==> src/rtl/mmio_uart_tx_if.sv <==
// Device-bus interface shared by the MMU and its memory-mapped responders.
// addr is the device-local word index; rd is combinational from addr.
interface mmap_dev;
    logic [29:0] addr;
    logic        re;
    logic [31:0] rd;
    logic        we;
    logic [31:0] wd;

    modport slave (
        input  addr,
        input  re,
        input  we,
        input  wd,
        output rd
    );

    modport master (
        output addr,
        output re,
        output we,
        output wd,
        input  rd
    );
endinterface

==> src/rtl/mmio_uart_tx.sv <==
// Memory-mapped 8N1 UART transmitter with a TX FIFO.
// Ports: clk, rst_n (async, active-low), bus (mmap_dev.slave), tx (idle high).
module mmio_uart_tx #(
    parameter int          FIFO_DEPTH  = 8,
    parameter logic [15:0] DEFAULT_DIV = 16'd868
) (
    input  logic   clk,
    input  logic   rst_n,
    mmap_dev.slave bus,
    output logic   tx
);
    localparam int AW = $clog2(FIFO_DEPTH);

    typedef enum logic [1:0] {IDLE, START, DATA, STOP} state_t;

    state_t        state, state_n;
    logic [7:0]    mem [FIFO_DEPTH];
    logic [AW-1:0] wptr, rptr;
    logic [AW:0]   level;
    logic          ovf;
    logic [15:0]   div, div_eff;
    logic [15:0]   per, per_n;
    logic [15:0]   cnt, cnt_n;
    logic [7:0]    sh, sh_n;
    logic [2:0]    bitn, bitn_n;
    logic          tx_n;
    logic          empty, full, busy;
    logic          push, pop, accept, overflow;
    logic          clr_ovf, div_we;
    logic [3:0]    lvl4;
    logic          unused_bits;

    assign empty    = (level == '0);
    assign full     = (level == (AW+1)'(FIFO_DEPTH));
    assign busy     = (state != IDLE);
    assign lvl4     = 4'(level);
    assign div_eff  = (div == 16'd0) ? 16'd1 : div;

    assign push     = bus.we && (bus.addr[1:0] == 2'd0);
    assign clr_ovf  = bus.we && (bus.addr[1:0] == 2'd1) && bus.wd[3];
    assign div_we   = bus.we && (bus.addr[1:0] == 2'd2);
    // A pop in the same cycle frees the slot, so a push into a full FIFO
    // is still accepted then.
    assign accept   = push && (!full || pop);
    assign overflow = push && full && !pop;

    assign unused_bits = ^{bus.re, bus.addr[29:2], bus.wd[31:16]};

    always_comb begin
        bus.rd = 32'd0;
        case (bus.addr[1:0])
            2'd1:    bus.rd = {20'd0, lvl4, 4'd0, ovf, busy, full, empty};
            2'd2:    bus.rd = {16'd0, div};
            default: bus.rd = 32'd0;
        endcase
    end

    always_ff @(posedge clk) begin
        if (accept) mem[wptr] <= bus.wd[7:0];
    end

    always_ff @(posedge clk or negedge rst_n) begin
        if (!rst_n) begin
            wptr  <= '0;
            rptr  <= '0;
            level <= '0;
            ovf   <= 1'b0;
            div   <= DEFAULT_DIV;
        end else begin
            if (accept) wptr <= wptr + 1'b1;
            if (pop)    rptr <= rptr + 1'b1;
            case ({accept, pop})
                2'b10:   level <= level + 1'b1;
                2'b01:   level <= level - 1'b1;
                default: level <= level;
            endcase
            if (overflow)     ovf <= 1'b1;
            else if (clr_ovf) ovf <= 1'b0;
            if (div_we) div <= bus.wd[15:0];
        end
    end

    // tx_n is the line level for the cycle after the edge, so tx itself
    // comes straight from a flop.
    always_comb begin
        state_n = state;
        per_n   = per;
        cnt_n   = cnt;
        sh_n    = sh;
        bitn_n  = bitn;
        tx_n    = tx;
        pop     = 1'b0;
        case (state)
            IDLE: begin
                tx_n = 1'b1;
                if (!empty) begin
                    pop     = 1'b1;
                    sh_n    = mem[rptr];
                    per_n   = div_eff;
                    cnt_n   = div_eff - 16'd1;
                    state_n = START;
                    tx_n    = 1'b0;
                end
            end
            START: begin
                if (cnt != 16'd0) begin
                    cnt_n = cnt - 16'd1;
                end else begin
                    cnt_n   = per - 16'd1;
                    bitn_n  = 3'd0;
                    state_n = DATA;
                    tx_n    = sh[0];
                end
            end
            DATA: begin
                if (cnt != 16'd0) begin
                    cnt_n = cnt - 16'd1;
                end else begin
                    cnt_n = per - 16'd1;
                    sh_n  = {1'b0, sh[7:1]};
                    if (bitn == 3'd7) begin
                        state_n = STOP;
                        tx_n    = 1'b1;
                    end else begin
                        bitn_n = bitn + 3'd1;
                        tx_n   = sh[1];
                    end
                end
            end
            STOP: begin
                if (cnt != 16'd0) begin
                    cnt_n = cnt - 16'd1;
                end else if (!empty) begin
                    pop     = 1'b1;
                    sh_n    = mem[rptr];
                    per_n   = div_eff;
                    cnt_n   = div_eff - 16'd1;
                    state_n = START;
                    tx_n    = 1'b0;
                end else begin
                    state_n = IDLE;
                    tx_n    = 1'b1;
                end
            end
            default: begin
                state_n = IDLE;
                tx_n    = 1'b1;
            end
        endcase
    end

    always_ff @(posedge clk or negedge rst_n) begin
        if (!rst_n) begin
            state <= IDLE;
            per   <= 16'd1;
            cnt   <= 16'd0;
            sh    <= 8'd0;
            bitn  <= 3'd0;
            tx    <= 1'b1;
        end else begin
            state <= state_n;
            per   <= per_n;
            cnt   <= cnt_n;
            sh    <= sh_n;
            bitn  <= bitn_n;
            tx    <= tx_n;
        end
    end
endmodule

==> src/flat_wrapper.sv <==
// flat-port wrapper written by rule: the top's interface ports become plain ports
module mmio_uart_tx_flat 
#(
    parameter int          FIFO_DEPTH  = 8,
    parameter logic [15:0] DEFAULT_DIV = 16'd868
)
  (clk, rst_n, tx, bus_addr, bus_re, bus_we, bus_wd, bus_rd);
  mmap_dev bus_i ();
  input  logic clk;
  input  logic rst_n;
  output logic tx;
  input wire logic [$bits(bus_i.addr)-1:0] bus_addr;
  input wire logic [$bits(bus_i.re)-1:0] bus_re;
  input wire logic [$bits(bus_i.we)-1:0] bus_we;
  input wire logic [$bits(bus_i.wd)-1:0] bus_wd;
  output wire logic [$bits(bus_i.rd)-1:0] bus_rd;
  assign bus_i.addr = bus_addr;
  assign bus_i.re = bus_re;
  assign bus_i.we = bus_we;
  assign bus_i.wd = bus_wd;
  assign bus_rd = bus_i.rd;
  mmio_uart_tx #(.FIFO_DEPTH(FIFO_DEPTH), .DEFAULT_DIV(DEFAULT_DIV)) u_core (.clk(clk), .rst_n(rst_n), .bus(bus_i), .tx(tx));
endmodule
==> config.mk <==
export PLATFORM = sky130hd
export DESIGN_NAME = mmio_uart_tx_flat
export DESIGN_NICKNAME = d
export VERILOG_FILES = /design/src/rtl/mmio_uart_tx_if.sv /design/src/rtl/mmio_uart_tx.sv /design/src/flat_wrapper.sv
export SDC_FILE = /design/constraint.sdc
export NUM_CORES = 1
export LEC_CHECK = 0
export ABC_AREA = 1
export CORE_MARGIN = 5
export CORE_UTILIZATION = 55
export CTS_BUF_LIST = sky130_fd_sc_hd__clkbuf_8
export DETAILED_ROUTE_END_ITERATION = 7
export PLACE_DENSITY = 0.81
export SLEW_MARGIN = 20
export SYNTH_ARGS = -nofsm -noshare
export SYNTH_HDL_FRONTEND = slang
export SYNTH_SLANG_ARGS = --single-unit
==> constraint.sdc <==
create_clock -name clk -period 4 [get_ports clk]
set_input_delay 0.8 -clock clk [delete_from_list [all_inputs] [get_ports clk]]
set_output_delay 0.8 -clock clk [all_outputs]
set_load 0.02 [all_outputs]
Yosys cells after proc, flatten, opt, wreduce, memory -nomap -nowiden. Memories as Yosys holds them, arrays and structs flattened. Cells that the tools add are included.

Bitwise logic cells: 0. Muxes and demuxes: 38. Shift operators: 0. Reduce and logical (&&, ||, !) cells: 27. Magnitude comparators: 0. Equality and inequality tests: 15. $mul: 0. Divide/modulo/power cells: 0. Add/sub/neg operators: 8.

Operators with widths (count): 16-bit 2-to-1 mux (6); 16-bit one-hot mux with 2 select lines (2); 16-bit one-hot mux with 3 select lines (1); 16-bit by 1-bit subtractor with 16-bit output, second input constant (3); 8-bit 2-to-1 mux (3); 8-bit one-hot mux with 3 select lines (1); 16-bit logical NOT (1); 16-bit nonzero test (1); 1-bit 2-to-1 mux (12); 2-bit 2-to-1 mux (5); 2-bit inequality test, second input constant (5); 2-bit nonzero test (5); 3-bit by 1-bit adder with 3-bit output, second input constant (3); 3-bit 2-to-1 mux (3); 2-bit equality test, second input constant (4); 2-bit one-hot mux with 4 select lines (1); 4-bit one-hot mux with 2 select lines (1); 1-bit logical AND (7); 2-bit by 1-bit equality test with 1-bit output, second input constant (3); 3-bit one-hot mux with 2 select lines (1); 3-bit AND reduction (2); 5-bit AND reduction (1); 4-bit by 1-bit adder with 4-bit output, second input constant (1); 4-bit equality test, second input constant (1); 13 further kinds (15).

Word-level logic and storage cells: 100. Bits in writable memories: 64. Latch bits: 0. Memories kept: 1. Memory bits (read-only): 0. Bits in registers: 73. Input port bits: 66.

Memory list: u_core.mem (depth 8, bits a word 8, rd ports 1, clocked after Yosys merged registers in 0, write ports 1, RTL line mmio_uart_tx.sv:17) `logic [7:0] mem [FIFO_DEPTH];`.

Depth between registers and ports, before layout.
Word-level depth: 8. Depth in mapped cells: 18. Gate-level depth less buffers: 18.

Least setup slack after synthesis. Ideal clock, no wire load.

Path kind: reg2reg. Start: register u_core.cnt[0]. End: register u_core.level[3]. Data arrival time: 2.757 ns. Period minus slack after synthesis: 2.880 ns. Slack: 1.120 ns. Data required time: 3.877 ns. Stages on the path, launching flop included: 19. Cell sequence: dfrtp_1 inv_1 ha_1 nand3_1 nor3_2 nand3_4 o21ai_4 nand2_2 nand2_4 nand2_4 ha_1 ha_1 nand2_1 nor2_1 a211oi_1 nor2_1 nor2_1 nand2_1 xor2_1.

Word-level cells in the longest chain between the ends: 7. Elaborated cells between the ends (all ways): 9. Those cells by class: eq/ne (2); mux (3); reduce/logical (4).

RTL lines: start: declaration (RTL line mmio_uart_tx.sv:23) `logic [15:0] cnt, cnt_n;`; start signal: assignment (RTL line mmio_uart_tx.sv:163) `cnt <= cnt_n;`; 16-bit nonzero test (*) (RTL line mmio_uart_tx.sv:131) `if (cnt != 16'd0) begin`; 1-bit 2-to-1 mux (*) (RTL line mmio_uart_tx.sv:131); 1-bit one-hot mux with 2 select lines (*) (RTL line mmio_uart_tx.sv:93) `case (state)`; 1-bit logical OR (RTL line mmio_uart_tx.sv:44) `assign accept = push && (!full || pop);`; 1-bit logical AND (RTL line mmio_uart_tx.sv:44); 2-bit by 1-bit equality test with 1-bit output / 2-bit equality test (equally long branches) (RTL line mmio_uart_tx.sv:72) `case ({accept, pop})`; 4-bit one-hot mux with 2 select lines / 2-bit nonzero test (equally long branches); end signal: assignment (RTL line mmio_uart_tx.sv:73) `2'b10: level <= level + 1'b1;`; end signal: assignment (RTL line mmio_uart_tx.sv:74) `2'b01: level <= level - 1'b1;`; end signal: assignment (RTL line mmio_uart_tx.sv:75) `default: level <= level;`; end: declaration (RTL line mmio_uart_tx.sv:19) `logic [AW:0] level;`.

Every way passes the cells marked *; elsewhere a longest branch is shown, timed or not. A chain may end at the register's enable or synchronous reset.

Worst setup path after layout. Same ends and word-level chain as after synthesis.

==> impl_metrics.csv <==
group,metric,value,unit
timing,relSlewSlack,0.370,
critical_path,crit_required,4.35,ns
logic_synthesis,synth_ff_type,"dfrtp_1",
timing,fmax,291,MHz
clock_tree,clockBufferDepth,2,
final_layout,drive_gt1_frac,0.0818,
logic_synthesis,async_flop_share,0.533,
logic_synthesis,synth_top_family_by_area,"simple AND/OR/NAND/NOR gates",
timing,min_period,3.44,ns
logic_synthesis,yosysMostFrequentCell,"nand2_1",
logic_synthesis,synth_area,7510,um^2
floorplan,dieHeight,127,um
placed_design,placed_cell_area,7970,um^2
timing,fin_crit_sh,0.860,
floorplan,pin_count,99,
floorplan,core_area,13300,um^2
placed_design,globalplace.congestion,0.873,
logic_synthesis,synth-simple-area-share,0.260,
final_layout,finalInstanceArea,8350,um^2
critical_path,cp_cell_sequence,"inv_1 -> ha_1 -> nand3_1 -> nor3_2 -> nand3_4 -> o21ai_4 -> nand2_2 -> nand2_4 -> nand2_4 -> ha_1 -> ha_1 -> nand2_1 -> nor2_1 -> a211oi_1 -> nor2_1 -> nor2_1 -> nand2_1 -> xor2_1",
floorplan,placementRows,42,
timing,grt_setup_unrepaired,"no",
critical_path,critPathKind,"flip-flop to flip-flop",
global_routing,grt_pass1_vias,5591,
timing,clock_skew,0.0164,ns
outcome,outcome,"complete, no violations",
routing,ant_nets,0,
placed_design,dpl.cell_count,1098,
logic_synthesis,netlist_top_cells_count,"nand2_1 (240), nor2_1 (119), inv_1 (78), o21ai_0 (72), dfrtp_1 (66)",
logic_synthesis,ys_top_cells_by_area,"edfxtp_1 (26%), dfrtp_1 (22%), nand2_1 (12%)",
timing,worstMarginPinSlew,0.945,ns
routing,num_vias,5998,
global_routing,antenna_found_initial,0,
flow_run,drv_cap,0,
timing,finalSetupViolations,0,
timing,hold_viol_final,0,
logic_synthesis,yosys_register_bits,137,
logic_synthesis,ys_seq_area_frac,0.501,
global_routing,grt_start_max_net_pins,74,
critical_path,critPathArrivalTime,3.79,ns
critical_path,rrSetupSlack,0.56,ns
clock_tree,cts_num_sinks,137,
critical_path,critPathLaunchType,"flip-flop",
clock_tree,cts.clk_slew.worst_paths,0.08,ns
floorplan,initial_core_util,0.565,
logic_synthesis,synth-compound-area-share,0.0965,
logic_synthesis,synth_cells,907,
critical_path,crit_path_max_incr_delay,0.40,ns
placed_design,dp_hpwl,11600,um
final_layout,diodes,0,
final_layout,syn2layout_area_growth,11.2,%
final_layout,finalNonFillerCells,1130,
routing,routed_wl,16700,um
critical_path,critPathCaptureType,"flip-flop",
placed_design,io_buffers,37,
critical_path,cpMaxStageDelayCell,"dfrtp_1",
clock_tree,post_cts_buffers,0,
pwr,leakagePower,3.64,nW
pwr,vdd_drop_max,0.000383,V
clock_tree,clock_latency,0.47,ns
routing,routed_via_density,5.31,
routing,firstDrtPassIters,5,
logic_synthesis,synth.area.mux_share,0,
clock_tree,htree_num_levels,4,
global_routing,grt_pass1_wl,27400,um
logic_synthesis,synth-edff-count,64,
clock_tree,cts_tree,"built",
critical_path,crit_fanout,10,
clock_tree,cts_hold_buf,0,
routing,wl_per_cell,14.8,um
global_routing,overflow,0,
routing,drc_errors,0,
logic_synthesis,synth_fa_ha_area_frac,0.0343,
logic_synthesis,synth_top_area_share,0.256,
min_path,hp-class,"input pin to async pin",
floorplan,die-width,127,um
pwr,power_density,485,nW/um^2
clock_tree,ctsResizeCount,0,
global_routing,grt_usage,0.214,
final_layout,final_nets,1027,
routing,drtIter0Drc,595,
logic_synthesis,synth_xor_area_frac,0.0338,
logic_synthesis,avgSynthCellArea,8.28,um^2
floorplan,die-area,16100,um^2
logic_synthesis,ys_warn_count,0,
logic_synthesis,ys_types,46,
logic_synthesis,synth_area_leader_cell,"edfxtp_1",
clock_tree,cts_buffers,17,
timing,slew_violations,0,
clock_tree,root_buffer,"clkbuf_8",
timing,tns,0,ns
## per-stage QoR
stage	utilization	setup slack [ns]	power, W	hold WS, ns
floorplan	-	1.12	0.00263	0.453
global placement	0.599	0.665	0.00289	0.469
detailed placement	0.599	0.545	0.00293	0.484
CTS	0.628	0.534	0.00404	0.497
global route	0.628	0.253	0.00429	0.516
finish	0.628	0.561	0.00405	0.451
## cells by family after synthesis
| family | count (synthesis) |
|---|---|
| compound gates | 132 |
| xor+xnor | 29 |
| flops | 137 |
| other cells | 1 |
| fa+ha+maj | 20 |
| buf+inv | 130 |
| simple gates | 458 |
## layout make-up
class                      count  area [um^2]
sequential                   137         3760
clock buffer                  17          234
timing repair buffer          44          420
tap                          176          220
clock inverter                15          151
multi-input combinational    655         3240
fill                        1079         4940
inverter                      86          323
## sequential cells by signal, indices dropped and copies added (netlist names), 2 cells and up
signal,flops
u_core.per,16
u_core.cnt,16
u_core.bitn,3
u_core.div,16
u_core.state,2
u_core.level,4
u_core.mem,64
u_core.sh,8
u_core.wptr,3
u_core.rptr,3
## layout by cell type (no fill, tap or decap), types with 4 or more instances in the layout
| cell type | n |
|---|---|
| conb_1 | 16 |
| nand2_1 | 240 |
| clkbuf_8 | 17 |
| ha_1 | 19 |
| inv_1 | 78 |
| a21oi_1 | 35 |
| o21ai_0 | 72 |
| nor2_1 | 119 |
| inv_6 | 6 |
| o211ai_1 | 5 |
| a31oi_1 | 8 |
| buf_4 | 8 |
| clkdlybuf4s50_1 | 36 |
| dfrtp_1 | 66 |
| or2_2 | 9 |
| nand3b_1 | 4 |
| clkinvlp_4 | 4 |
| inv_2 | 5 |
| xor2_1 | 24 |
| edfxtp_1 | 64 |
| nor3_1 | 7 |
| xnor2_1 | 5 |
| dfstp_2 | 7 |
| nand3_1 | 59 |
## layer usage
layer / wire (um) / global-route usage / up-vias
met5: 0 / 0 / -
met4: 353 / 0.0744 / 0
met3: 1040 / 0.0420 / 33
met2: 7760 / 0.337 / 205
met1: 7590 / 0.298 / 2755
li1: - / - / 3005
## critical path: cells and delay by family, from the launching register on
kind / cells / cell delay (ns)
AOI/OAI and AO/OA: 2 / 0.59
DFF: 1 / 0.40
adders and majority gates: 3 / 0.81
buffers and inverters: 1 / 0.13
and+or+nand+nor: 11 / 1.25
xor gates and xnor gates: 1 / 0.14
## where the power goes
group	switching [W]	leakage (nW)	internal, W
Sequential	0.000255	1.37	0.00173
Combinational	0.000596	2.08	0.000353
Clock	0.000607	0.186	0.000512
Total	0.00146	3.64	0.00259
## final timing paths
path | cells past startpoint | to | from
worst max-delay path | 18 | u_core.level[3]$_DFFE_PN0P_ | u_core.cnt[0]$_DFF_PN0_
worst min-delay path | 1 | u_core.per[12]$_DFFE_PN0P_ | rst_n
worst max register to register | 18 | u_core.level[3]$_DFFE_PN0P_ | u_core.cnt[0]$_DFF_PN0_
worst min register to register | 2 | u_core.tx$_DFFE_PN1P_ | u_core.tx$_DFFE_PN1P_
max in group asynchronous | 1 | u_core.cnt[11]$_DFF_PN0_ | rst_n
min in group clk | 2 | u_core.tx$_DFFE_PN1P_ | u_core.tx$_DFFE_PN1P_
(Power assumes the default switching activity.)
